## config.mk

```make
export PLATFORM = sky130hd
export DESIGN_NAME = mux4_bus_arbiter
export DESIGN_NICKNAME = d
export VERILOG_FILES = /design/src/rtl/mux4_bus_arbiter.sv
export SDC_FILE = /design/constraint.sdc
export NUM_CORES = 1
export LEC_CHECK = 0
export BUFFER_PORTS_ARGS = -buffer_cell sky130_fd_sc_hd__clkbuf_2
export CAP_MARGIN = 20
export CORE_AREA = 2 2 67 69
export CTS_CLUSTER_DIAMETER = 200
export CTS_CLUSTER_SIZE = 40
export DETAILED_ROUTE_END_ITERATION = 6
export DIE_AREA = 0 0 69 71
export HOLD_SLACK_MARGIN = 0.08
export PLACE_DENSITY_LB_ADDON = 0.3
export SLEW_MARGIN = 20
export SYNTH_ARGS = -nofsm -noshare
export SYNTH_HDL_FRONTEND = slang
export SYNTH_SLANG_ARGS = --single-unit
```

## constraint.sdc

```tcl
create_clock -name CLK -period 1.7 [get_ports CLK]
set_input_delay 0.51 -clock CLK [delete_from_list [all_inputs] [get_ports CLK]]
set_output_delay 0.51 -clock CLK [all_outputs]
set_load 0.03 [all_outputs]
```

## src/rtl/mux4_bus_arbiter.sv

```systemverilog
`timescale 1ns/1ps
`default_nettype none
// ============================================================================
// Module   : mux4_bus_arbiter
// Purpose  : Round-robin arbiter and sequencer for a shared 4:1 byte bus.
//            Latches the winning requester's byte into a registered output,
//            completes a valid/ready transfer to one consumer, then pulses a
//            one-cycle acknowledge to the winner. A watchdog aborts transfers
//            the consumer never accepts.
// Ports    : CLK, RESET (sync, active-high)
//            req[3:0], d0..d3[DATA_W-1:0]   requester side
//            out_ready                      consumer accept
//            select[1:0], grant[3:0]        bus ownership (registered)
//            out_data, out_valid            registered transfer to consumer
//            ack[3:0], aborted, err         completion / timeout status
// Revision : 1.0  initial release
// ============================================================================
module mux4_bus_arbiter #(
    parameter int DATA_W  = 8,
    parameter int TIMEOUT = 15
) (
    input  logic              CLK,
    input  logic              RESET,
    input  logic [3:0]        req,
    input  logic [DATA_W-1:0] d0,
    input  logic [DATA_W-1:0] d1,
    input  logic [DATA_W-1:0] d2,
    input  logic [DATA_W-1:0] d3,
    input  logic              out_ready,
    output logic [1:0]        select,
    output logic [3:0]        grant,
    output logic [DATA_W-1:0] out_data,
    output logic              out_valid,
    output logic [3:0]        ack,
    output logic              aborted,
    output logic              err
);

    typedef enum logic [1:0] {
        ST_IDLE = 2'd0,
        ST_BUSY = 2'd1,
        ST_ACK  = 2'd2
    } state_t;

    localparam bit         TO_EN   = (TIMEOUT != 0);
    // Counter value on which the abort edge fires; the counter is cleared on
    // the grant edge, so out_valid is seen for exactly TIMEOUT cycles.
    localparam logic [7:0] TO_LAST = TO_EN ? 8'(TIMEOUT - 1) : 8'd0;

    state_t            state, state_nx;
    logic [1:0]        ptr, ptr_nx;
    logic [7:0]        cnt, cnt_nx;
    logic [1:0]        select_nx;
    logic [3:0]        grant_nx, ack_nx;
    logic [DATA_W-1:0] data_nx;
    logic              valid_nx, aborted_nx, err_nx;

    logic [1:0]        win, cand;
    logic [DATA_W-1:0] win_data;

    // Round-robin scan: walk offsets from high to low so the requester
    // closest to ptr (smallest offset) is the last to overwrite win.
    always_comb begin
        win  = ptr;
        cand = 2'd0;
        for (int k = 3; k >= 0; k--) begin
            cand = ptr + 2'(k);
            if (req[cand]) begin
                win = cand;
            end
        end
    end

    always_comb begin
        case (win)
            2'd0:    win_data = d0;
            2'd1:    win_data = d1;
            2'd2:    win_data = d2;
            default: win_data = d3;
        endcase
    end

    always_comb begin
        state_nx   = state;
        ptr_nx     = ptr;
        cnt_nx     = cnt;
        select_nx  = select;
        grant_nx   = grant;
        data_nx    = out_data;
        valid_nx   = out_valid;
        ack_nx     = ack;
        aborted_nx = aborted;
        err_nx     = err;
        case (state)
            ST_IDLE: begin
                if (req != 4'd0) begin
                    select_nx = win;
                    grant_nx  = 4'b0001 << win;
                    data_nx   = win_data;
                    valid_nx  = 1'b1;
                    cnt_nx    = 8'd0;
                    state_nx  = ST_BUSY;
                end
            end
            ST_BUSY: begin
                // A same-cycle accept wins over the watchdog.
                if (out_ready) begin
                    valid_nx   = 1'b0;
                    ack_nx     = 4'b0001 << select;
                    aborted_nx = 1'b0;
                    ptr_nx     = select + 2'd1;
                    state_nx   = ST_ACK;
                end else if (TO_EN && (cnt == TO_LAST)) begin
                    valid_nx   = 1'b0;
                    ack_nx     = 4'b0001 << select;
                    aborted_nx = 1'b1;
                    err_nx     = 1'b1;
                    ptr_nx     = select + 2'd1;
                    state_nx   = ST_ACK;
                end else if (cnt != 8'hFF) begin
                    cnt_nx = cnt + 8'd1;
                end
            end
            ST_ACK: begin
                ack_nx     = 4'd0;
                aborted_nx = 1'b0;
                grant_nx   = 4'd0;
                state_nx   = ST_IDLE;
            end
            default: begin
                state_nx = ST_IDLE;
            end
        endcase
    end

    always_ff @(posedge CLK) begin
        if (RESET) begin
            state     <= ST_IDLE;
            ptr       <= 2'd0;
            cnt       <= 8'd0;
            select    <= 2'd0;
            grant     <= 4'd0;
            out_data  <= '0;
            out_valid <= 1'b0;
            ack       <= 4'd0;
            aborted   <= 1'b0;
            err       <= 1'b0;
        end else begin
            state     <= state_nx;
            ptr       <= ptr_nx;
            cnt       <= cnt_nx;
            select    <= select_nx;
            grant     <= grant_nx;
            out_data  <= data_nx;
            out_valid <= valid_nx;
            ack       <= ack_nx;
            aborted   <= aborted_nx;
            err       <= err_nx;
        end
    end

endmodule
`default_nettype wire
```

== Word-level counts from Yosys, hierarchy flattened ==
Index checks and enable logic that the tools add are counted.

* Word-level logic and storage cells: 84
* Flip-flop bits (word level): 33
* Output and inout bits: 21

* Reduce and logical (&&, ||, !) cells: 15
* Add/subtract/negate cells: 5
* Magnitude comparators: 4
* Equality and inequality tests: 11
* Shift operators: 2
* Muxes and demuxes: 36
* Bitwise gates (word level): 1

{| class="wikitable"
|+ Operators with widths
! kind !! number
|-
| $mux W8 || 4
|-
| $pmux W8 S3 || 1
|-
| $mux W2 || 9
|-
| $pmux W4 S2 || 2
|-
| $pmux W8 S2 || 1
|-
| $lt A2 B3 Y1 const B || 4
|-
| $mux W4 || 3
|-
| $reduce_and A2 Y1 || 5
|-
| $mux W1 || 9
|-
| $add A8 B1 Y8 const B || 1
|-
| $bmux W1 S2 || 4
|-
| $eq A8 B4 Y1 const B || 1
|-
| $ne A2 B2 Y1 const B || 4
|-
| $ne A8 B8 Y1 const B || 1
|-
| $reduce_bool A2 Y1 || 4
|-
| $shl A1 B2 Y4 const A || 2
|-
| $reduce_and A3 Y1 || 2
|-
| $reduce_and A5 Y1 || 1
|-
| $add A2 B1 Y2 const B || 2
|-
| $add A2 B2 Y2 const B || 2
|-
| $eq A2 B1 Y1 const B || 2
|-
| $eq A2 B2 Y1 const B || 2
|-
| $logic_not A2 Y1 || 2
|-
| $pmux W1 S2 || 2
|-
| 4 further kinds || 4
|}

== Longest topological paths before layout ==
Gate-level depths: netlist of the first run.

* Word-level depth: 10
* Depth in mapped cells: 7
* Mapped depth without buffers: 6

== Worst setup path before layout of the first run ==
No wires, ideal clock.

* Path type: in2reg
* Start: in req[3]
* End: reg cnt[1]
* Path slack: -0.103 ns
* Required time: 1.572 ns
* Arrival time: 1.675 ns
* Setup time: 0.128 ns
* Stages on the path: 7
* Path through: buf_2 nor4_4 nor2_8 o21ai_2 buf_6 mux2i_1 nor2_1

* Longest elaborated chain between the ends: 3

{| class="wikitable"
|+ Ends and longest elaborated chain
! item !! RTL line !! source
|-
| start: declaration || 24 || <nowiki>input logic [3:0] req,</nowiki>
|-
| $reduce_bool A4 Y1 || 96 || <nowiki>if (req != 4'd0) begin</nowiki>
|-
| $ne A2 B2 Y1 (no line) || - ||
|-
| $reduce_and A5 Y1 (no line) || - ||
|-
| end signal: assignment || 151 || <nowiki>cnt <= cnt_nx;</nowiki>
|-
| end: declaration || 52 || <nowiki>logic [7:0] cnt, cnt_nx;</nowiki>
|}

No other way between the ends.
A chain may end at the register's enable or synchronous reset.

== Worst setup path after layout of the first run ==
* Start: reg state[0]
* End: reg cnt[6]

* Longest elaborated chain between the ends: 3
* Elaborated cells on any way between the ends: 9

{| class="wikitable"
|+ Ends and longest elaborated chain
! item !! RTL line !! source
|-
| start: declaration || 50 || <nowiki>state_t state, state_nx;</nowiki>
|-
| start signal: assignment || 149 || <nowiki>state <= state_nx;</nowiki>
|-
| $eq A2 B1 Y1 or $logic_not A2 Y1 (tied branches) || 94 || <nowiki>case (state)</nowiki>
|-
| $ne A2 B2 Y1 (no line) or $reduce_bool A2 Y1 (tied branches) || - ||
|-
| $reduce_and A5 Y1 (no line) || - ||
|}

Several ways; a longest one is shown, not always the timed one.

==> results of run 1 <==
## registers in the layout, indices dropped and copies added (netlist names)
register,cells
ack,4
grant,4
out_data,8
out_valid,1
ptr,2
aborted,1
state,2
cnt,8
err,1
select,2
## timing repair
action                     in CTS  in global routing
resized for setup               4                  7
gates cloned                    1                  0
setup buffers                   2                  0
pin swaps                       3                  1
setup endpoints to repair       4                 23
## routing by layer
layer / track usage [%] / share of wire [%] / routed length, µm
met5: 0 / 0 / 0
met4: 4.36 / 0.78 / 36
met3: 5.41 / 5.1 / 236
met2: 35.4 / 52 / 2390
met1: 23.2 / 43 / 1970
## power by group
| group | total, µW | internal, µW | switching [µW] |
|---|---|---|---|
| Sequential | 862 | 823 | 39.2 |
| Combinational | 549 | 236 | 313 |
| Clock | 761 | 478 | 283 |
## layout by cell type (no fill, tap or decap), types with 3 or more instances in the layout
cell type  count
nand2_1       18
clkbuf_2      59
clkbuf_8       6
or3_1          5
a311oi_1       8
inv_1          6
ha_1           5
o21ai_0        6
dfxtp_1       32
a21oi_1       18
buf_4         28
nand3_1       11
nor2_1        21
mux2i_1       10
o221ai_1       8
o21a_1         3
## final cells by class
| cell class | instances | area [µm²] | area share (%) |
|---|---|---|---|
| clock buffers | 7 | 86.3 | 3.38 |
| clock inverters | 1 | 30.0 | 1.17 |
| inverters | 7 | 26.3 | 1.03 |
| multi-input cells | 161 | 1140 | 44.7 |
| flip-flops and latches | 33 | 662 | 25.9 |
| well taps | 52 | 65.1 | 2.54 |
| repair buffers | 89 | 546 | 21.3 |
## synth_stat cells (2+ instances only)
| cell type | count | share of area, % |
|---|---|---|
| mux2i_1 | 10 | 5.5 |
| o221ai_1 | 8 | 3.9 |
| inv_1 | 6 | 1.2 |
| a311oi_1 | 8 | 3.9 |
| o21ai_2 | 2 | 0.96 |
| ha_1 | 6 | 4.1 |
| or2b_1 | 2 | 0.83 |
| o21ai_0 | 6 | 1.7 |
| nor2_1 | 21 | 4.3 |
| nand3_1 | 11 | 3.0 |
| clkbuf_1 | 6 | 1.2 |
| a21oi_1 | 18 | 5.0 |
| nor3_1 | 2 | 0.55 |
| mux2_2 | 2 | 1.2 |
| o21ai_1 | 2 | 0.55 |
| nand3b_1 | 2 | 0.83 |
| nand2_1 | 18 | 3.7 |
| nor3b_1 | 2 | 0.83 |
| a211oi_1 | 2 | 0.83 |
| or3_1 | 5 | 1.7 |
| o21a_1 | 4 | 1.7 |
| dfxtp_1 | 33 | 36 |
| nor2b_1 | 3 | 1.0 |
| buf_6 | 2 | 1.2 |
| nand4_1 | 2 | 0.69 |
## per-stage QoR
stage,setup slack (ns),hold slack [ns]
floorplan,0.0139,0.462
global placement,-0.104,0.453
detailed placement,-0.158,0.457
CTS,0.00465,0.471
global route,-0.0475,0.490
finish,0.0246,0.469
## kinds of logic after synthesis
kind of cell,synth area share [%]
mux,6.74
fa+ha+maj,4.13
flops,36.3
buf+inv,4.82
simple gates,24.2
compound gates,23.3
xor+xnor,0.482
## worst max-delay path by stage
stage               startpoint     endpoint  slack, ns  cells past startpoint
floorplan               req[3]       cnt[1]       0.01                      7
global placement        req[2]       cnt[1]      -0.10                      8
detailed placement      req[2]  out_data[7]      -0.16                      8
CTS                     cnt[0]       cnt[6]      0.005                      6
global route          state[0]       cnt[5]      -0.05                      5
finish                state[0]       cnt[6]       0.02                      5
## worst register-to-register path, cell delays in order, from the launching register on
cell,delay [ns]
dfxtp_1,0.39
or2b_1,0.28
a31oi_2,0.33
o21ai_4,0.12
or3_1,0.36
a21oi_1,0.13
==> results by group, run 1 <==
Floorplanning
  – DIE HEIGHT: roughly 71 µm
  – I/O pins: 60
  – Cell Rows: 24
  – Core Box Area: ~0.0042 mm²
  – DIE AREA: 0.00490 mm²
  – Die span in x: 69 µm
  – Initial Util: 43.2%

Worst setup path
  – CP startpoint kind: register
  – Crit path kind: reg2reg
  – Worst path top cell family by delay: simple AND/OR/NAND/NOR gates
  – CP max-delay cell: dfxtp_1
  – Worst EP required: 1.91 ns
  – RR Startpoint: state[0]
  – Bufs and invs on worst path: 0
  – Cells along the critical path: or2b_1 -> a31oi_2 -> o21ai_4 -> or3_1 -> a21oi_1
  – Worst-case reg-to-reg path depth: 5
  – Reg-to-reg endpoint: cnt[6]
  – Critical Path Fanout Max: 7
  – Arrival time worst endpoint: 1.88 ns
  – Worst Setup End Kind: register
  – CP max stage delay: 0.39 ns
  – Reg2reg setup slack: 0.02 ns

Placed design
  – Post-DP HPWL: 3430 µm
  – Placed Cells: 340
  – Port Buffers: 59
  – Routability Congestion: 0.757
  – Post-Place Cell Area: 0.00237 mm²

Timing
  – Final setup fails: 0
  – Final period utilization: 98.6%
  – Max-slew violations: 0
  – Final hold vios: 0
  – Slew margin rel.: 75.6%
  – Worst Clk Skew: approximately 0.0025 ns
  – RSZ-0062 raised after global routing: yes
  – Setup TNS: 0 ns
  – Worst-margin pin slew: 0.365 ns
  – Maximum clock frequency: 597 MHz
  – Minimum clock period: between 1.5 and 2 ns

Layout
  – Cell Count, Final, Fillers Out: 350
  – Area Overhead vs Synth: 40.7%
  – Layout cells sized above 1: 38.9%
  – Fill count: around 370
  – # nets final: approximately 340
  – # diodes: 0
  – Finished Cell Area: 0.00256 mm²
  – Final Util: 60.8%

Route
  – Drt wl/cell: 13.2 µm
  – Final WL: 4630 µm
  – Vias per std cell: 5.36
  – First DRT Iteration DRCs: 55
  – Vias: 1875
  – First drt pass iteration count: 4
  – Number of remaining DRC errors: 0
  – Antenna viol nets, final: 0

Pwr
  – Leak: 0.00111 µW
  – Power Dens Cells: about 850 mW/mm²
  – Peak supply drop: between 0.0006 and 0.0007 V
  – Total power: 2170 µW

Yosys
  – Syn_area_per_cell: 8.62 µm²
  – Mapped Cells: 211
  – #FFs+latches synth: 33
  – Post-synthesis cell type count: 53
  – Synth Flop Type: dfxtp_1
  – Synth async-reset ratio: 0%
  – Synthesized Nets: 256
  – Register area share after synthesis: 36.3%
  – Synth Cell Area: 0.00182 mm²
  – Yosys warnings: 0
  – EDFF count, synth: 0

CTS
  – Clock transition at path regs: 0.07 ns
  – Clock tree sinks: 33
  – Clk root buf: clkbuf_8
  – Hold_buf cts: 0
  – CTS tree: built
  – Clk Latency, worst-skew pair: about 0.28 ns
  – CTS buffer count: 5
  – Clock Path Buffers: 2
  – H-tree Lvls: 2

Run
  – Max cap viols: 0

Hold path
  – Hold Crit Class: reg2reg
  – Hold Crit Depth: 2
  – Hold path start: err
  – Hold EP: err

Global route
  – Congestion Overflow GR: 0
  – Initial antenna violation count: 0
  – Vias in the first global route: 1843
  – Largest net degree at the start of global routing: 12
  – Tot GR Track Use: 19.6%
  – First-pass GRT wire length: ~8000 µm

Status
  – Status: finished clean
No activity file was read; power rests on OpenSTA's default activity.
==> inputs of run 2 (changes only) <==
Clock period 1.7 ns to 1.5 ns, I/O delays scaled along.
==> results by group, run 2 (synthesis results as in run 1) <==
Global route
  – Initial antenna violation count: 0 (unchanged)
  – Vias in the first global route: 1768 (-4.1%)
  – Grt met1 use: 24.8% (+1.6 points)
  – Tot GR Track Use: 20.3% (+0.67 points)
  – Met2 Resource Use GR: 34.6% (-0.75 points)
  – GRT busiest layer: met2
  – Congestion Overflow GR: 0 (unchanged)
  – First-pass GRT wire length: 8060 µm (+0.95%)
  – Largest net degree at the start of global routing: 17 (+5)
  – Global-route track usage on met3: 5.41% (unchanged)

Timing
  – Final setup fails: 9 (+9)
  – WHS: 0.426 ns (-0.0431 ns)
  – Final hold vios: 0 (unchanged)
  – Setup TNS: -0.554 ns (-0.554 ns)
  – Worst-margin pin slew: 0.448 ns (+0.0828 ns)
  – Worst Clk Skew: 0.00512 ns (+0.00261 ns)
  – Maximum clock frequency: 628 MHz (+5.1%)
  – Slew margin rel.: 70.2% (-5.4 points)
  – Setup ws final: -0.0935 ns (-0.118 ns)
  – Max-slew violations: 0 (unchanged)
  – Final period utilization: 106% (+7.7 points)
  – Minimum clock period: 1.59 ns (-0.0819 ns)
  – RSZ-0062 raised after global routing: yes

Route
  – Final WL: 4850 µm (+4.6%)
  – Number of remaining DRC errors: 0 (unchanged)
  – First DRT Iteration DRCs: 73 (+33%)
  – Vias per std cell: 5.32 (-0.66%)
  – Drt wl/cell: 13.7 µm (+3.4%)
  – First drt pass iteration count: 4 (unchanged)
  – Vias: 1884 (+0.48%)
  – Antenna viol nets, final: 0 (unchanged)

Placed design
  – Post-DP HPWL: 3480 µm (+1.6%)
  – Routability Congestion: 0.796 (+5.2%)
  – Placed Cells: 343 (+0.88%)
  – Port Buffers: 59 (unchanged)

Layout
  – # diodes: 0 (unchanged)
  – Layout cells sized above 1: 45.0% (+6.1 points)
  – # nets final: 346 (+1.2%)
  – Area Overhead vs Synth: 45.7%
  – Cell Count, Final, Fillers Out: 354 (+1.1%)
  – Biggest regs: cnt x8, out_data x8
  – Commonest non-fill, non-tap cell in the layout: clkbuf_2
  – Most frequent cells in the layout: clkbuf_2 (58), buf_4 (32), dfxtp_1 (27)

Floorplanning
  – Initial Util: 43.2% (unchanged)
  – DIE AREA: 0.00490 mm² (unchanged)
  – Die span in x: 69 µm (unchanged)
  – Core Box Area: 0.00420 mm² (unchanged)
  – I/O pins: 60 (unchanged)
  – Cell Rows: 24 (unchanged)
  – DIE HEIGHT: 71 µm (unchanged)

Worst setup path
  – CP max stage delay: 0.36 ns (-0.03 ns)
  – Critical Path Fanout Max: 7 (unchanged)
  – Arrival time worst endpoint: 1.81 ns (-0.07 ns)
  – Reg2reg setup slack: -0.09 ns (-0.12 ns)
  – Cells along the critical path: ha_4 -> and4b_1 -> a32oi_4 -> o21ai_4 -> or3_1 -> a21oi_1
  – Reg-to-reg endpoint: cnt[7]
  – CP max-delay cell: dfxtp_4
  – Critical Path End: cnt[7]
  – Crit path kind: reg2reg
  – CP startpoint kind: register
  – Worst Setup SP: cnt[1]
  – Worst Setup End Kind: register
  – Worst EP required: 1.72 ns (-0.19 ns)
  – RR Startpoint: cnt[1]
  – Worst-case reg-to-reg path depth: 6 (+1)

CTS
  – Clock Path Buffers: 2 (unchanged)
  – Clk Latency, worst-skew pair: 0.29 ns (about the same)
  – CTS buffer count: 5 (unchanged)
  – CTS tree: built
  – Clk root buf: clkbuf_8
  – Clock transition at path regs: 0.07 ns (about the same)
  – H-tree Lvls: 2 (unchanged)
  – Clock tree sinks: 33 (unchanged)

Pwr
  – Power Dens Cells: 871 mW/mm² (+2.5%)
  – Total power: 2310 µW (+6.2%)
  – Leak: 0.00114 µW (+2.8%)
  – Peak supply drop: 0.000594 V (-4.7%)

Run
  – Max cap viols: 0 (unchanged)

Status
  – Status: finished with violations
  – Violated checks: setup timing

Hold path
  – Hold Crit Class: in2reg
## run 2: through the flow
stage / cell area, µm² / setup slack (ns) / utilization [%]
CTS: 2560 / -0.155 / 60.8
detailed placement: 2410 / -0.310 / 57.4
global placement: 2410 / -0.238 / 57.4
finish: 2650 / -0.0935 / 63.0
global route: 2650 / -0.141 / 63.0
floorplan: 1860 / -0.0936 / -
## run 2: final cells by class
cell class                 count  area, µm²
timing repair buffer          93        591
clock inverter                 3       17.5
inverter                       7       26.3
clock buffer                   5       68.8
tap                           52       65.1
fill                         371       1560
multi-input combinational    161       1210
sequential                    33        671
## run 2: critical path, delay by kind of cell, from the launching register on
kind / cells / cell delay, ns
simple gates: 2 / 0.54
fa+ha+maj: 1 / 0.15
flops: 1 / 0.36
compound gates: 3 / 0.48
## run 2: how the worst min path moves through the flow
stage / from / endpoint / cells after the start
after floorplan: cnt[3] / cnt[3] / 2
after global placement: err / err / 2
after detailed placement: grant[0] / grant[0] / 2
after CTS: d3[4] / out_data[4] / 3
after global routing: d3[4] / out_data[4] / 3
final: d3[4] / out_data[4] / 3
## run 2: repair_timing
action,4_1_cts,5_1_grt
gates resized for setup,12,20
pin swaps,8,10
setup endpoints to repair,24,27
cloned,1,1
hold buffers,0,0
buffers inserted,2,0
## run 2: metal layers
layer | vias to the layer above | part of all wire, % | routed length [µm]
met4 | 0 | 0.52 | 25
met5 | - | 0 | 0
met3 | 2 | 4.4 | 212
met1 | 870 | 44 | 2130
met2 | 47 | 51 | 2480
li1 | 965 | - | -
## run 2: report_power, final
| group | internal (µW) | switching (µW) | leakage [µW] | total (µW) |
|---|---|---|---|---|
| clock | 320 | 341 | 0.0000439 | 661 |
| sequential | 933 | 45.8 | 0.000272 | 978 |
| combinational | 296 | 371 | 0.000828 | 667 |
